<file path="config.mk">
export PLATFORM = sky130hd
export DESIGN_NAME = measurement_sequencer
export DESIGN_NICKNAME = d
export VERILOG_FILES = /design/src/rtl/measurement_sequencer.sv
export SDC_FILE = /design/constraint.sdc
export NUM_CORES = 1
export LEC_CHECK = 0
export ABC_AREA = 1
export BUFFER_PORTS_ARGS = -buffer_cell sky130_fd_sc_hd__buf_2
export CORE_MARGIN = 1.5
export CORE_UTILIZATION = 40
export CTS_CLUSTER_DIAMETER = 150
export DETAILED_ROUTE_END_ITERATION = 7
export GPL_TIMING_DRIVEN = 0
export PLACE_DENSITY = 0.64
export SLEW_MARGIN = 25
export SYNTH_ARGS = -nofsm -noshare
export SYNTH_HDL_FRONTEND = slang
export SYNTH_SLANG_ARGS = --single-unit
export TNS_END_PERCENT = 100
</file>
<file path="constraint.sdc">
create_clock -name clk -period 4.6 [get_ports clk]
set_input_delay 0.92 -clock clk [delete_from_list [all_inputs] [get_ports clk]]
set_output_delay 0.92 -clock clk [all_outputs]
set_load 0.05 [all_outputs]
</file>
<file path="src/rtl/measurement_sequencer.sv">
// Measurement sequencer: clears the lock-in datapath, accumulates N_REP results, then runs the amplitude step.
// Optional feature: define MEAS_SEQ_CONTINUOUS_EN for back-to-back free-running measurements.
module measurement_sequencer #(
   parameter int Q_RES       = 50,
   parameter int N_REP       = 4,
   parameter int CLR_CYC     = 4,
   parameter int TIMEOUT_CYC = 1048576,
   localparam int RW         = $clog2(N_REP + 1)
) (
   input  logic                        clk,
   input  logic                        reset,
   input  logic                        start,
   input  logic                        abort,
   output logic                        dp_reset_n,
   output logic                        dp_enable,
   input  logic                        res_valid,
   input  logic signed [Q_RES-1:0]     res_fase,
   input  logic signed [Q_RES-1:0]     res_cuad,
   output logic                        amp_start,
   input  logic                        amp_done,
   output logic signed [Q_RES+RW-1:0]  acc_fase,
   output logic signed [Q_RES+RW-1:0]  acc_cuad,
   output logic [7:0]                  rep_count,
   output logic                        busy,
   output logic                        done,
   output logic                        timeout
);

   localparam int AW = Q_RES + RW;
   localparam int CW = $clog2(CLR_CYC + 1);
   localparam int WW = $clog2(TIMEOUT_CYC + 1);
   localparam logic [CW-1:0] CLR_LAST  = CW'(CLR_CYC - 1);
   localparam logic [WW-1:0] WAIT_LAST = WW'(TIMEOUT_CYC - 1);
   localparam logic [7:0]    REP_LAST  = 8'(N_REP - 1);

   typedef enum logic [2:0] {
      S_IDLE, S_CLEAR, S_ARM, S_AMP, S_DONE, S_ERROR
   } state_t;

   state_t         state;
   logic [CW-1:0]  clr_cnt;
   logic [WW-1:0]  wait_cnt;

   // RW guard bits make N_REP full-scale results impossible to overflow.
   logic signed [AW-1:0] fase_ext;
   logic signed [AW-1:0] cuad_ext;
   assign fase_ext = {{RW{res_fase[Q_RES-1]}}, res_fase};
   assign cuad_ext = {{RW{res_cuad[Q_RES-1]}}, res_cuad};

   // NOTE: every register, accumulators included, is reset; they are plain flops, not a memory.
   always_ff @(posedge clk or posedge reset) begin
      if (reset) begin
         state      <= S_IDLE;
         clr_cnt    <= '0;
         wait_cnt   <= '0;
         dp_reset_n <= 1'b0;
         dp_enable  <= 1'b0;
         amp_start  <= 1'b0;
         busy       <= 1'b0;
         done       <= 1'b0;
         timeout    <= 1'b0;
         rep_count  <= '0;
         acc_fase   <= '0;
         acc_cuad   <= '0;
      end else begin
         // NOTE: non-blocking throughout, so later assignments in this block override these pulse defaults.
         amp_start <= 1'b0;
         done      <= 1'b0;
         if (abort) begin
            state      <= S_IDLE;
            dp_enable  <= 1'b0;
            dp_reset_n <= 1'b1;
            busy       <= 1'b0;
         end else begin
            case (state)
               S_IDLE: begin
                  dp_reset_n <= 1'b1;
                  if (start) begin
                     state      <= S_CLEAR;
                     busy       <= 1'b1;
                     timeout    <= 1'b0;
                     rep_count  <= '0;
                     acc_fase   <= '0;
                     acc_cuad   <= '0;
                     clr_cnt    <= '0;
                     dp_reset_n <= 1'b0;
                     dp_enable  <= 1'b0;
                  end
               end
               S_CLEAR: begin
                  if (clr_cnt == CLR_LAST) begin
                     state      <= S_ARM;
                     dp_reset_n <= 1'b1;
                     dp_enable  <= 1'b1;
                     wait_cnt   <= '0;
                  end else begin
                     clr_cnt <= clr_cnt + 1'b1;
                  end
               end
               S_ARM: begin
                  if (res_valid) begin
                     acc_fase  <= acc_fase + fase_ext;
                     acc_cuad  <= acc_cuad + cuad_ext;
                     rep_count <= rep_count + 1'b1;
                     dp_enable <= 1'b0;
                     if (rep_count == REP_LAST) begin
                        state     <= S_AMP;
                        amp_start <= 1'b1;
                        wait_cnt  <= '0;
                     end else begin
                        state      <= S_CLEAR;
                        dp_reset_n <= 1'b0;
                        clr_cnt    <= '0;
                     end
                  end else if (wait_cnt == WAIT_LAST) begin
                     state     <= S_ERROR;
                     timeout   <= 1'b1;
                     busy      <= 1'b0;
                     dp_enable <= 1'b0;
                  end else begin
                     wait_cnt <= wait_cnt + 1'b1;
                  end
               end
               S_AMP: begin
                  if (amp_done) begin
                     state <= S_DONE;
                     done  <= 1'b1;
                  end else if (wait_cnt == WAIT_LAST) begin
                     state   <= S_ERROR;
                     timeout <= 1'b1;
                     busy    <= 1'b0;
                  end else begin
                     wait_cnt <= wait_cnt + 1'b1;
                  end
               end
               S_DONE: begin
`ifdef MEAS_SEQ_CONTINUOUS_EN
                  state      <= S_CLEAR;
                  rep_count  <= '0;
                  acc_fase   <= '0;
                  acc_cuad   <= '0;
                  clr_cnt    <= '0;
                  dp_reset_n <= 1'b0;
`else
                  state <= S_IDLE;
                  busy  <= 1'b0;
`endif
               end
               S_ERROR: state <= S_IDLE;
               default: state <= S_IDLE;
            endcase
         end
      end
   end

endmodule

</file>
# Word-level counts from Yosys, hierarchy flattened
# Index checks and enable logic that the tools add are counted.
# op_classes
n_eq_ne,22
mux,55
reduce_logical,15
bitwise_logic,1
n_addsub,5
# ops
operator,count
53-bit one-hot mux with 2 select lines,2
53-bit 2-to-1 mux,3
53-bit by 50-bit adder with 53-bit output,2
21-bit 2-to-1 mux,5
21-bit one-hot mux with 3 select lines,1
3-bit 2-to-1 mux,10
1-bit 2-to-1 mux,24
21-bit by 1-bit adder with 21-bit output (second input constant),1
21-bit by 20-bit equality test with 1-bit output (second input constant),1
3-bit != test (second input constant),7
8-bit 2-to-1 mux,2
8-bit one-hot mux with 2 select lines,1
4-bit AND reduction,4
2-bit != test (second input constant),7
3-bit one-hot mux with 4 select lines,1
5-bit AND reduction,2
3-bit by 2-bit equality test with 1-bit output (second input constant),3
1-bit one-hot mux with 3 select lines,3
3-bit one-hot mux with 3 select lines,1
3-bit nonzero test,3
8-bit by 1-bit adder with 8-bit output (second input constant),1
8-bit by 2-bit equality test with 1-bit output (second input constant),1
6-bit AND reduction,1
5-bit nonzero test,1
other kinds (11),11
# word_totals
in_bits,106
wordCells,110
reg_bits,147

# Logic depth before layout (Yosys ltp)
# depth
word_depth,5
mapped_depth,15
depth_no_buf,15

# Worst setup path before layout
# No wires, ideal clock.
# synth_path
path_type,input-to-reg
startpoint,input port res_cuad[0]
endpoint,register acc_cuad[28]
slack_ns,2.118
arrival_ns,2.355
setup_ns,0.127
stages,15
path_cell_list,ha_1 inv_1 fa_1 inv_1 nand3_1 nand2_1 nand2_1 nand2_1 nand2_1 nand2_1 nand3_1 nand2_1 nand2_1 nand2_1 o21ai_0
# synth_via
elab_chain_len,3
# synth_lines
element,line,source
start: declaration,18,"input logic signed [Q_RES-1:0] res_cuad,"
53-bit by 50-bit adder with 53-bit output,103,acc_cuad <= acc_cuad + cuad_ext;
53-bit 2-to-1 mux,101,if (res_valid) begin
53-bit one-hot mux with 2 select lines,75,case (state)
end signal: assignment,103,
end: declaration,22,"output logic signed [Q_RES+RW-1:0] acc_cuad,"
# Every way passes these cells. The select of a mux whose other input is x is not followed.
# A chain may end at the register's enable or synchronous reset.

# Worst setup path in the final report
# layout_path
startpoint,input port res_fase[0]
endpoint,register acc_fase[32]
# layout_via
elab_chain_len,3
# layout_lines
element,line,source
start: declaration,17,"input logic signed [Q_RES-1:0] res_fase,"
53-bit by 50-bit adder with 53-bit output,102,acc_fase <= acc_fase + fase_ext;
53-bit 2-to-1 mux,101,
53-bit one-hot mux with 2 select lines,75,
end signal: assignment,102,
end: declaration,21,"output logic signed [Q_RES+RW-1:0] acc_fase,"
# Every way passes these cells. The select of a mux whose other input is x is not followed.

==> impl_metrics.csv <==
group,metric,value,unit
detailed_routing,vias,17500,
setup_path,required,4980,ps
global_route,grt_start_max_net_pins,30,
setup_path,reg2reg_slack,2000,ps
min_path,hp-class,"primary input to asynchronous set/reset pin",
status,outcome,"finished, final reports clean",
clock_network,cts_hold_buf,0,
placement,gp_congestion,1.007,
setup_path,cpPeakStageDelay,350,ps
clock_network,cts.sinks,147,
layout,design_area,18010,um^2
logic_synthesis,avgSynthCellArea,5.584,um^2
layout,area_growth,15.87,%
setup_path,cp_num_buf_inv,3,
logic_synthesis,synth_cell_types,48,
logic_synthesis,yosysTopAreaCell,"nand2_1",
logic_synthesis,async_flop_share,100.0,%
die,ios,226,
setup_path,critical_path.endpoint_type,"flop",
detailed_routing,drt_wl_total,56070,um
setup_path,cp_common_cell,"nand2_1",
global_route,antenna_found_initial,0,
detailed_routing,ant_nets,0,
placement,dpl_cell_area,17420,um^2
setup_path,crit_end,"acc_fase[32]",
die,fp.coreArea,38470,um^2
setup_path,arrival,3120,ps
clock_network,clock_latency,480,ps
flow_run,drv.max_cap_violation_count,0,
sta,fmax,364.7,MHz
detailed_routing,first_pass_iters,5,
die,chipWidth,200.1,um
power_and_ir_drop,p_per_area,586.7,nW/um^2
setup_path,cp.depth,15,
logic_synthesis,netlist_top_cells_area,"nand2_1 28%, dfrtp_1 24%, inv_1 14%",
die,fp.dieH,200.1,um
setup_path,rr_startpoint,"acc_cuad[0]",
setup_path,cp_top_family,"simple AND/OR/NAND/NOR gates",
clock_network,cts.repair.resized,0,
detailed_routing,via_per_inst,4.910,
sta,rsz0062_at_grt,"no",
clock_network,cts_buffer_depth,2,
clock_network,root_buffer,"clkbuf_16",
setup_path,startpoint,"res_fase[0]",
logic_synthesis,seq_area_frac_synth,23.66,%
setup_path,critical_path_class,"primary input to flop",
sta,setup_tns,0,ps
logic_synthesis,synth_edf_count,0,
logic_synthesis,yosys_warnings,0,
layout,nets,3249,
sta,finalClockSkew,16.96,ps
placement,place_hpwl,47160,um
sta,maxSlewViolCount,0,
placement,io_buffers,225,
logic_synthesis,ys_seq_elements,147,
logic_synthesis,synthFlopType,"dfrtp_1",
sta,period_minus_slack,2742,ps
setup_path,r2r_end,"acc_cuad[32]",
clock_network,clkSlewWorstSetupHoldPaths,80,ps
logic_synthesis,yosysTopAreaCellShare,27.50,%
layout,drive_above_1_share,10.47,%
die,rows,72,
setup_path,r2r_cells,15,
die,die_area,40050,um^2
layout,fillers,4240,
global_route,grt_pass1_wl,88090,um
detailed_routing,wl_per_cell,15.73,um
setup_path,crit_chain,"buf_2 -> ha_1 -> inv_1 -> fa_1 -> inv_1 -> nand3_1 -> nand2_1 -> nand2_1 -> nand2_1 -> nand2_1 -> nand2_1 -> nand2_1 -> nand3_1 -> nor2_1 -> o21ai_0",
global_route,grt_overflow,0,
setup_path,worst-path-max-fanout,5,
setup_path,slowest_stage,"fa_1",
clock_network,cts_made_buffers,17,
detailed_routing,route.detailed.drc,0,
layout,diodes,0,
power_and_ir_drop,power.static_leakage,0.01115,uW
logic_synthesis,postSynthCellCount,2784,
clock_network,cts_setup_buffers,0,
logic_synthesis,synth_area,15540,um^2
sta,max_slew_margin,42.95,%
clock_network,htreeDepth,4,
clock_network,cts_tree,"yes",
global_route,grt_usage,28.07,%
setup_path,crit_path_start_kind,"primary input",
sta,hold_violations,0,
power_and_ir_drop,ir_drop,0.3044,mV
logic_synthesis,synth_nets,3000,
sta,setup_viol,0,
global_route,first_global_vias,16150,
sta,worst_slew_pin_slew,855.8,ps
detailed_routing,dr.first_iter.drc_count,1346,
die,initial_core_util,40.41,%
sta,fin_crit_sh,59.60,%
synth_stat cells, types with 2 or more instances:
library cell,number
xor2_1,7
nor2_4,2
nand4_1,28
clkbuf_1,2
inv_1,572
a21boi_0,8
nand3_1,170
inv_2,4
o31ai_1,2
a31oi_1,4
and2_1,4
o21ai_0,61
nand2_2,5
ha_1,108
a21o_1,6
a32o_1,2
nand2_1,1139
inv_4,2
or2_2,5
nor3_1,22
nand2_4,3
a21oi_1,119
o22ai_1,2
nor2_2,7
nor2_1,260
o21bai_1,12
buf_2,19
buf_1,2
fa_1,2
o21ai_1,34
dfrtp_1,147
xnor2_1,5
and3_1,4
area by class of cell:
class	count	area, um^2	share of cell area [%]
Buffer	25	128.9	0.7155
Clock buffer	19	452.9	2.515
Clock inverter	13	136.4	0.7572
Inverter	579	2182	12.11
Multi-Input combinational cell	2033	9559	53.07
Sequential cell	147	3679	20.42
Tap cell	518	648.1	3.598
Timing Repair Buffer	230	1226	6.807
metal layers:
metal	up-vias	wire, um	share of wire (%)	GRT usage, %
li1	8988	-	-	-
met1	7930	28120	50	41.50
met2	526	23420	42	42.68
met3	56	3519	6.3	3.970
met4	0	1014	1.8	7.008
met5	-	0	0	0
cells by family (layout without fill, tap and decap cells):
| kind of cell | after synthesis | in the layout | synth area share [%] |
|---|---|---|---|
| adder cells (fa/ha/maj) | 110 | 110 | 8.950 |
| XOR/XNOR | 12 | 12 | 0.6761 |
| flip-flops | 147 | 147 | 23.66 |
| AO/OA/AOI/OAI | 259 | 259 | 9.144 |
| buffers and inverters | 604 | 866 | 14.84 |
| AND/OR/NAND/NOR | 1652 | 1652 | 42.72 |
worst min path at each step:
stage | start | endpoint | slack, ps
2_1_floorplan | clr_cnt[2] | clr_cnt[2] | 450
3_3_place_gp | clr_cnt[2] | clr_cnt[2] | 470
3_5_place_dp | clr_cnt[2] | clr_cnt[2] | 480
4_1_cts | reset | acc_cuad[42] | 410
5_1_grt | reset | acc_cuad[42] | 430
6_report | reset | acc_cuad[42] | 420
power by group:
part / switching (uW) / internal [uW] / leakage, uW
Sequential: 433 / 1740 / 0.00201
Combinational: 5060 / 1840 / 0.00886
Clock: 707 / 791 / 0.000288
sequential cells by signal, indices dropped and copies added, names as in the netlist:
register / count
done: 1
rep_count: 8
busy: 1
timeout: 1
amp_start: 1
wait_cnt: 21
dp_reset_n: 1
acc_cuad: 53
acc_fase: 53
state: 3
clr_cnt: 3
dp_enable: 1
cell usage in the layout, fill, tap and decap left out, types with 5 or more instances in the layout:
| cell | Yosys | routed |
|---|---|---|
| a21boi_0 | 8 | 8 |
| a21o_1 | 6 | 6 |
| a21oi_1 | 119 | 119 |
| buf_12 | 0 | 5 |
| buf_2 | 19 | 244 |
| clkbuf_16 | 0 | 17 |
| dfrtp_1 | 147 | 147 |
| ha_1 | 108 | 108 |
| inv_1 | 572 | 571 |
| inv_6 | 0 | 6 |
| nand2_1 | 1139 | 1139 |
| nand2_2 | 5 | 5 |
| nand3_1 | 170 | 170 |
| nand4_1 | 28 | 28 |
| nor2_1 | 260 | 260 |
| nor2_2 | 7 | 7 |
| nor3_1 | 22 | 22 |
| o21ai_0 | 61 | 61 |
| o21ai_1 | 34 | 34 |
| o21bai_1 | 12 | 12 |
| or2_2 | 5 | 5 |
| xnor2_1 | 5 | 5 |
| xor2_1 | 7 | 7 |
metrics by stage:
stage | util (%) | power [uW] | worst slack [ps] | hold WS [ps] | instances
after floorplan | - | 7038 | 1833 | 451.7 | 2784
after global placement | 45.03 | 8927 | 584.0 | 465.9 | 3527
after detailed placement | 45.29 | 8992 | 1366 | 476.6 | 3532
after CTS | 46.83 | 10530 | 1900 | 413.3 | 3564
after global routing | 46.83 | 11400 | 1643 | 434.7 | 3564
final | 46.83 | 10570 | 1858 | 422.0 | 3564
Power figures use the tool's default switching activity.
